### config.mk
export PLATFORM = sky130hd
export DESIGN_NAME = nbonacci_seq
export DESIGN_NICKNAME = d
export VERILOG_FILES = /design/src/rtl/nbonacci_pkg.sv /design/src/rtl/nbonacci_seq_multi_adder.sv /design/src/rtl/nbonacci_seq.sv
export SDC_FILE = /design/constraint.sdc
export NUM_CORES = 1
export LEC_CHECK = 0
export CAP_MARGIN = 20
export CORE_MARGIN = 2
export CORE_UTILIZATION = 43
export CTS_CLUSTER_SIZE = 8
export DETAILED_ROUTE_END_ITERATION = 16
export HOLD_SLACK_MARGIN = 0.15
export PLACE_DENSITY = 0.72
export SETUP_SLACK_MARGIN = 0.15
export SLEW_MARGIN = 20
export SYNTH_ARGS = -nofsm -noshare
export SYNTH_HDL_FRONTEND = slang
export SYNTH_SLANG_ARGS = --single-unit
### constraint.sdc
create_clock -name clk -period 2.7 [get_ports clk]
set_clock_uncertainty 0.2 [all_clocks]
set_input_delay 0.54 -clock clk [delete_from_list [all_inputs] [get_ports clk]]
set_output_delay 0.54 -clock clk [all_outputs]
set_load 0.02 [all_outputs]
### src/rtl/nbonacci_pkg.sv
// Shared definitions for the N-bonacci sequence generator.
// Holds the two-state control enum, the upper bound on ORDER and the helper
// that sizes the full-precision sum of ORDER terms of WIDTH bits each.
package nbonacci_pkg;

  localparam int ORDER_MAX = 8;

  typedef enum logic [0:0] {
    IDLE = 1'b0,
    RUN  = 1'b1
  } state_e;

  // Width needed to hold the exact sum of `order` unsigned `width`-bit terms.
  function automatic int sum_width(input int width, input int order);
    return width + $clog2(order);
  endfunction

endpackage

### src/rtl/nbonacci_seq_multi_adder.sv
// multi_adder: combinational N-input unsigned adder with a full-precision sum.
// Ports: in_i packs operand k at [k*WIDTH +: WIDTH]; sum_o is WIDTH+$clog2(N)
// bits wide, so the result never loses carries.
module multi_adder
  import nbonacci_pkg::*;
#(
  parameter int N     = 2,
  parameter int WIDTH = 32
) (
  input  logic [N*WIDTH-1:0]               in_i,
  output logic [sum_width(WIDTH, N)-1:0]   sum_o
);

  localparam int SW = sum_width(WIDTH, N);

  // Written as a linear accumulation; synthesis is free to rebalance it
  // into a tree since every operand is available at the same time.
  always_comb begin
    sum_o = '0;
    for (int i = 0; i < N; i++) begin
      sum_o = sum_o + SW'(in_i[i*WIDTH +: WIDTH]);
    end
  end

endmodule

### src/rtl/nbonacci_seq.sv
// nbonacci_seq: streams a programmable-length sequence in which every term is
// the sum of the previous ORDER terms, over a valid/ready link.
// Ports: clk/rst (sync, active-high); start, seed_i, num_i load a run;
// out_valid/out_ready/out_data/out_last form the stream; busy_o marks RUN;
// ovf_o is a sticky flag for any computed sum exceeding 2^WIDTH-1.
// Build option: define NBONACCI_SAT_EN to clamp overflowed sums to all-ones
// instead of wrapping modulo 2^WIDTH.
module nbonacci_seq
  import nbonacci_pkg::*;
#(
  parameter int WIDTH = 32,
  parameter int ORDER = 2,
  parameter int CNT_W = 16
) (
  input  logic                   clk,
  input  logic                   rst,
  input  logic                   start,
  input  logic [ORDER*WIDTH-1:0] seed_i,
  input  logic [CNT_W-1:0]       num_i,
  output logic                   out_valid,
  input  logic                   out_ready,
  output logic [WIDTH-1:0]       out_data,
  output logic                   out_last,
  output logic                   busy_o,
  output logic                   ovf_o
);

  localparam int SUM_W = sum_width(WIDTH, ORDER);

  if (ORDER < 2 || ORDER > ORDER_MAX) begin : g_bad_order
    $error("nbonacci_seq: ORDER must lie in 2..ORDER_MAX");
  end

  state_e                 state_q, state_d;
  logic [ORDER*WIDTH-1:0] win_q, win_d;   // w[0] (oldest) in the low WIDTH bits
  logic [CNT_W-1:0]       cnt_q, cnt_d;   // terms still to be accepted
  logic                   ovf_q, ovf_d;

  logic [SUM_W-1:0]       sum;
  logic                   sum_ovf;
  logic [WIDTH-1:0]       next_term;

  multi_adder #(
    .N     (ORDER),
    .WIDTH (WIDTH)
  ) u_multi_adder (
    .in_i  (win_q),
    .sum_o (sum)
  );

  assign sum_ovf = |sum[SUM_W-1:WIDTH];

`ifdef NBONACCI_SAT_EN
  // Once a term saturates, every later window contains all-ones, so the
  // stream stays pinned at all-ones for the rest of the run.
  assign next_term = sum_ovf ? {WIDTH{1'b1}} : sum[WIDTH-1:0];
`else
  assign next_term = sum[WIDTH-1:0];
`endif

  always_comb begin
    state_d = state_q;
    win_d   = win_q;
    cnt_d   = cnt_q;
    ovf_d   = ovf_q;
    case (state_q)
      IDLE: begin
        // Any accepted start clears the flag, even a zero-length one.
        if (start) begin
          ovf_d = 1'b0;
          if (num_i != '0) begin
            state_d = RUN;
            win_d   = seed_i;
            cnt_d   = num_i;
          end
        end
      end
      RUN: begin
        if (out_ready) begin
          // Shift the window down one term and append the new sum on top.
          // The sum is formed even for the final term, so it can still
          // raise the overflow flag.
          win_d = {next_term, win_q[ORDER*WIDTH-1:WIDTH]};
          cnt_d = cnt_q - CNT_W'(1);
          ovf_d = ovf_q | sum_ovf;
          if (cnt_q == CNT_W'(1)) begin
            state_d = IDLE;
          end
        end
      end
      default: state_d = IDLE;
    endcase
  end

  always_ff @(posedge clk) begin
    if (rst) begin
      state_q <= IDLE;
      win_q   <= '0;
      cnt_q   <= '0;
      ovf_q   <= 1'b0;
    end else begin
      state_q <= state_d;
      win_q   <= win_d;
      cnt_q   <= cnt_d;
      ovf_q   <= ovf_d;
    end
  end

  assign out_valid = (state_q == RUN);
  assign busy_o    = (state_q == RUN);
  assign out_last  = (state_q == RUN) && (cnt_q == CNT_W'(1));
  assign out_data  = win_q[WIDTH-1:0];
  assign ovf_o     = ovf_q;

endmodule
==> qor.yml, run 1 <==
route:
  antenna_left: 0
  drtIter0Drc: 311
  drc_errors: 0
  wl_um: 18500
  avgViaCountPerCell: 5.81
  dr_total_vias: 6119
  wl_per_cell_um: 17.5
  dr.pass1.iters: 7
cts:
  clk_latency_ns: 0.35
  clock_sinks: 82
  holdBufCountCts: 0
  clk_pin_slew_ns: 0.06
  cts_root_buf: "clkbuf_16"
  cts_tree: "yes"
  cts_inserted_buffers: 9
  cts_buffer_depth: 2
  h-tree-depth: 3
global_routing:
  grt_util_all_layers_pct: 23.9
  grt_pass1_vias: 5973
  grt_max_degree: 69
  antenna_found_initial: 0
  globalRouteOverflowTotal: 0
  grt_pass1_wl_um: 28200
worst_setup_path:
  path_class: "register to register"
  crit_start: "win_q[0]"
  slowest_stage: "fa_2"
  path_cells: "ha_4, fa_2, a21oi_4, o22ai_4, o31ai_4, buf_4, o21ai_4, a21oi_2, buf_6, o31ai_1, xnor2_1, a221oi_1"
  r2r-start: "win_q[0]"
  required_ns: 2.75
  endpoint_kind: "register"
  crit_path_max_fanout: 3
  cp_slowest_stage_delay_ns: 0.37
  cp-start-kind: "register"
  arrival_ns: 2.73
yosys:
  synth.distinct_cells: 65
  syn_nets: 859
  mappedNetlistArea_um2: 5820
  syn_inst: 740
  ys_ff_latch: 82
  yosys_warnings: 0
  async_reset_ff_share_pct: 0
  synth.area.top_cells: "dfxtp_1 28%, a211oi_1 7.6%, ha_1 7.3%, mux2i_1 6.5%, nor2_1 6.1%"
  yosysTopAreaCellShare_pct: 28.2
  seq_area_frac_synth_pct: 28.2
  postSynthAreaPerCell_um2: 7.86
  synth_ff_type: "dfxtp_1"
  yosysTopAreaCell: "dfxtp_1"
  synth_edf_count: 0
timing:
  rsz0062_at_grt: "yes"
  fin_hold_ws_ns: 0.271
  worstMarginPinSlew_ns: 0.570
  period_share_pct: 99.4
  tns_ns: 0
  relSlewSlack_pct: 62.0
  setup-violations-final: 0
  layout_min_cycle_time_ns: 2.68
  slew_violations: 0
  hold_viol_final: 0
  max_freq_ghz: 0.373
placed_design:
  portBuffers: 119
  dp_hpwl_um: 12500
  place_inst: 1021
  dpl_cell_area_um2: 7380
  gp_congestion: 0.904
die:
  die-area_um2: 14500
  start_util_pct: 43.9
  ios: 120
  die_h_um: 120
  fp.dieW_um: 120
  core.rowCount: 42
  core_area_um2: 13200
layout:
  drive_gt1_share_pct: 21.0
  final_net_count: 992
  final_common_cell: "clkdlybuf4s50_1"
  multi_input_area_um2: 4140
  final_cell_area_um2: 8250
  final_cell_mix: "117 x clkdlybuf4s50_1, 92 x nor2_1, 69 x buf_4"
  antennaDiodeCount: 0
  register_area_um2: 1670
  fin_cells: 1054
  nFillCells: 1176
  syn_to_final_growth_pct: 41.7
pwr:
  ir_drop_mv: 0.274
  p_leak_nw: 3.20
  p_per_area_nw_per_um2: 527
  totalPowerFinal_mw: 4.34
flow_run:
  maxCapViolCount: 0
status:
  status: "completed"
hold_path:
  hp-class: "register to register"
  hp-start: "ovf_o"
[sequential cells by signal (all words and copies together) (netlist names)]
signal,count
ovf_o,1
busy_o,1
cnt_q,16
win_q,64
[power by group]
group	internal, mW	switching, mW	leakage, nW	total, mW
sequential	1.34	0.138	0.684	1.48
clock	0.767	0.506	0.147	1.27
combinational	0.782	0.814	2.37	1.60
total	2.89	1.46	3.20	4.34
[logic make-up after synthesis]
| family | synth area share (%) |
|---|---|
| buf+inv | 8.26 |
| mux | 6.73 |
| fa+ha+maj | 7.65 |
| compound gates | 27.7 |
| simple gates | 18.6 |
| xor+xnor | 2.86 |
| flops | 28.2 |
[synthesized netlist by cell type (all sizes together), types with 11 or more instances]
master and number:
a21oi 63, mux2i 38, clkbuf 42, nor2 94, xnor2 11, dfxtp 82
inv 19, nand3 17, a211oi 60, nand2 52, buf 34, nor3 18
ha 34, o21ai 38
[worst paths after layout]
| kind | endpoint | slack, ns | depth (start not counted) |
|---|---|---|---|
| hold / removal | ovf_o | 0.27 | 1 |
| setup reg to reg | win_q[56] | 0.02 | 12 |
| hold reg to reg | ovf_o | 0.27 | 1 |
| setup / recovery | win_q[56] | 0.02 | 12 |
[critical path: cells and delay by family (launching register included)]
family,cells,cell delay [ns]
flip-flops,1,0.33
XOR/XNOR,1,0.14
AO/OA/AOI/OAI,7,1.05
buffers and inverters,2,0.31
adder cells (fa/ha/maj),2,0.53
[per-stage QoR]
stage	utilization [%]	worst slack [ns]
final	62.3	0.0174
after global routing	62.3	-0.0935
after CTS	59.6	0.0188
after detailed placement	55.7	-0.279
after global placement	55.7	-0.115
after floorplan	-	0.149
[layer usage]
layer,vias up,track usage [%],wire length (um)
met2,205,40.3,9110
met1,2918,30.1,8000
li1,2963,-,-
met4,0,9.52,357
met5,-,0,0
met3,33,4.43,1000
[layout make-up]
type	instances	share of cell area (%)
Multi-Input combinational cell	563	50.2
Timing Repair Buffer	198	22.5
Sequential cell	82	20.2
Clock buffer	14	3.20
Tap cell	176	2.67
Inverter	19	0.865
Clock inverter	2	0.425
[timing repair]
item	4_1_cts	5_1_grt
setup endpoints to repair	17	33
gates cloned	0	2
resized for setup	28	59
pin swaps	26	32
setup buffers	9	6
No activity file was read; power rests on OpenSTA's default activity.
==> run 2, diff against run 1 <==
--- a/config.mk
+++ b/config.mk
@@ -5,14 +5,17 @@
 export SDC_FILE = /design/constraint.sdc
 export NUM_CORES = 1
 export LEC_CHECK = 0
+export ABC_AREA = 1
 export CAP_MARGIN = 20
 export CORE_MARGIN = 2
 export CORE_UTILIZATION = 43
 export CTS_CLUSTER_SIZE = 8
 export DETAILED_ROUTE_END_ITERATION = 16
+export GPL_TIMING_DRIVEN = 0
 export HOLD_SLACK_MARGIN = 0.15
-export PLACE_DENSITY = 0.72
+export PLACE_DENSITY = 0.7
 export SETUP_SLACK_MARGIN = 0.15
+export SKIP_LAST_GASP = 1
 export SLEW_MARGIN = 20
 export SYNTH_ARGS = -nofsm -noshare
 export SYNTH_HDL_FRONTEND = slang
==> qor.yml, run 2 <==
cts:
  cts_inserted_buffers: 9
  clk_latency_ns: 0.36
  cts_tree: "yes"
  cts_root_buf: "clkbuf_16"
  holdBufCountCts: 0
  clock_sinks: 82
  cts_buffer_depth: 2
  h-tree-depth: 3
  clk_pin_slew_ns: 0.07
hold_path:
  hp-start: "cnt_q[5]"
  hp-class: "register to register"
layout:
  drive_gt1_share_pct: 6.44
  antennaDiodeCount: 0
  reg_top3: "win_q: 64 flops, cnt_q: 16 flops"
  largest_reg_flops: 64
  final_net_count: 1402
  top_register: "win_q"
  syn_to_final_growth_pct: 27.0
  final_cell_mix: "388 x nand2_1, 142 x inv_1, 138 x nor2_1"
  final_common_cell: "nand2_1"
die:
  die-area_um2: 16500
  die_h_um: 128
  start_util_pct: 43.8
  core_area_um2: 15100
  ios: 120
  fp.dieW_um: 128
  core.rowCount: 45
timing:
  setup_slack_ns: 0.220
  fin_hold_ws_ns: 0.264
  relSlewSlack_pct: 52.0
  max_freq_ghz: 0.403
  layout_min_cycle_time_ns: 2.48
  slew_violations: 0
  worstMarginPinSlew_ns: 0.720
  rsz0062_at_grt: "no"
  setup-violations-final: 0
  period_share_pct: 91.9
  hold_viol_final: 0
status:
  status: "completed"
yosys:
  synth.distinct_cells: 29
  yosysTopAreaCellShare_pct: 24.7
  synth.area.top_cells: "dfxtp_1 25%, nand2_1 22%, inv_1 8.0%, nor2_1 7.8%, ha_1 6.4%"
  yosysTopAreaCell: "dfxtp_1"
  syn_nets: 1271
  synth_ff_type: "dfxtp_1"
  async_reset_ff_share_pct: 0
  syn_inst: 1152
  postSynthAreaPerCell_um2: 5.76
  yosys_warnings: 0
  netlist_top_cells_count: "389 x nand2_1, 142 x inv_1, 138 x nor2_1, 84 x a21oi_1, 82 x dfxtp_1"
  synth_edf_count: 0
  mappedNetlistArea_um2: 6640
  post-synth-top-count-cell: "nand2_1"
  ys_ff_latch: 82
  seq_area_frac_synth_pct: 24.7
pwr:
  p_leak_nw: 4.33
  p_per_area_nw_per_um2: 528
  ir_drop_mv: 0.312
worst_setup_path:
  path_class: "register to output port"
  arrival_ns: 1.74
  crit_path_max_fanout: 10
  r2r-start: "win_q[0]"
  crit_start: "busy_o"
  cp-start-kind: "register"
  endpoint_kind: "output port"
  required_ns: 1.96
placed_design:
  gp_congestion: 0.957
  portBuffers: 119
  dp_hpwl_um: 16900
  dpl_worst_slack_ns: -0.259
route:
  drc_errors: 0
  antenna_left: 0
  drtIter0Drc: 616
  dr.pass1.iters: 5
  avgViaCountPerCell: 4.94
  dr_total_vias: 7294
  wl_um: 21500
  wl_per_cell_um: 14.6
global_routing:
  grt_util_all_layers_pct: 26.5
  grt_max_degree: 15
  grt_pass1_vias: 6615
  globalRouteOverflowTotal: 0
  antenna_found_initial: 0
  grt_pass1_wl_um: 34000
flow_run:
  maxCapViolCount: 0
-- run 2: cell types whose count changed after synthesis, moves of 11 or more --
cell / change
o21ai_0: +41
nand3_1: +49
nand2_1: +337
a21oi_1: +22
a211oi_1: -58
nor3_1: -11
clkbuf_1: -14
mux2i_1: -33
inv_1: +123
nor2_1: +44
-- run 2: timing repair --
action | CTS | global route
endpoints found under the setup margin | 2 | 52
resized for setup | 8 | 17
buffers inserted | 0 | 1
pin swaps | 0 | 2
-- run 2: report_power, final --
part	switching, mW	leakage [nW]	internal, mW	total [mW]
logic	0.892	3.48	0.636	1.53
clock network	0.570	0.166	0.904	1.47
registers	0.112	0.680	1.34	1.45
-- run 2: area by class of cell --
| class | instances | area, um^2 |
|---|---|---|
| Fill cell | 1555 | 6710 |
| Multi-Input combinational cell | 853 | 4050 |
| Sequential cell | 82 | 1640 |
| Timing Repair Buffer | 120 | 1190 |
| Inverter | 142 | 533 |
| Buffer | 75 | 438 |
| Tap cell | 188 | 235 |
| Clock buffer | 9 | 225 |
| Clock inverter | 7 | 116 |
-- run 2: per-stage QoR --
stage	instances	power (mW)	TNS, ns	util, %	area [um^2]
floorplan	1152	2.45	0	-	6640
global placement	1459	2.97	-10.32	53.3	8070
detailed placement	1459	2.98	-9.17	53.3	8070
CTS	1475	4.44	0	55.6	8420
global route	1476	4.70	0	55.7	8430
finish	1476	4.46	0	55.7	8430
-- run 2: path summary, 6_finish.rpt --
check / slack [ns] / to / depth (start not counted)
hold reg to reg: 0.26 / cnt_q[5] / 2
setup / recovery: 0.22 / out_last / 5
setup reg to reg: 0.22 / win_q[60] / 12
hold / removal: 0.26 / cnt_q[5] / 2
-- run 2: metal layers --
| metal | up-vias | share of wire (%) | GRT usage (%) |
|---|---|---|---|
| li1 | 3846 | - | - |
| met1 | 3216 | 51 | 38.6 |
| met2 | 215 | 42 | 41.0 |
| met3 | 17 | 5.7 | 3.67 |
| met4 | 0 | 1.3 | 7.18 |
| met5 | - | 0 | 0 |
-- run 2: critical path, stage by stage, from the launching register on --
cell	delay [ns]
dfxtp_2	0.40
inv_1	0.16
buf_2	0.23
clkbuf_4	0.23
nor2_1	0.17
buf_2	0.19
-- run 2: cell families after synthesis --
logic type	Yosys count	share of synthesized area, %
adder cells (fa/ha/maj)	35	6.71
flip-flops	82	24.7
AND/OR/NAND/NOR	624	37.6
buffers and inverters	217	14.5
multiplexers	5	0.754
XOR/XNOR	19	2.51
AO/OA/AOI/OAI	170	13.2
==> run 3, diff against run 2 <==
--- a/config.mk
+++ b/config.mk
@@ -12,7 +12,6 @@
 export CTS_CLUSTER_SIZE = 8
 export DETAILED_ROUTE_END_ITERATION = 16
 export GPL_TIMING_DRIVEN = 0
-export HOLD_SLACK_MARGIN = 0.15
 export PLACE_DENSITY = 0.7
 export SETUP_SLACK_MARGIN = 0.15
 export SKIP_LAST_GASP = 1
==> results of run 3 <==
The final DEF is identical to that of run 2; final timing and power are the same.
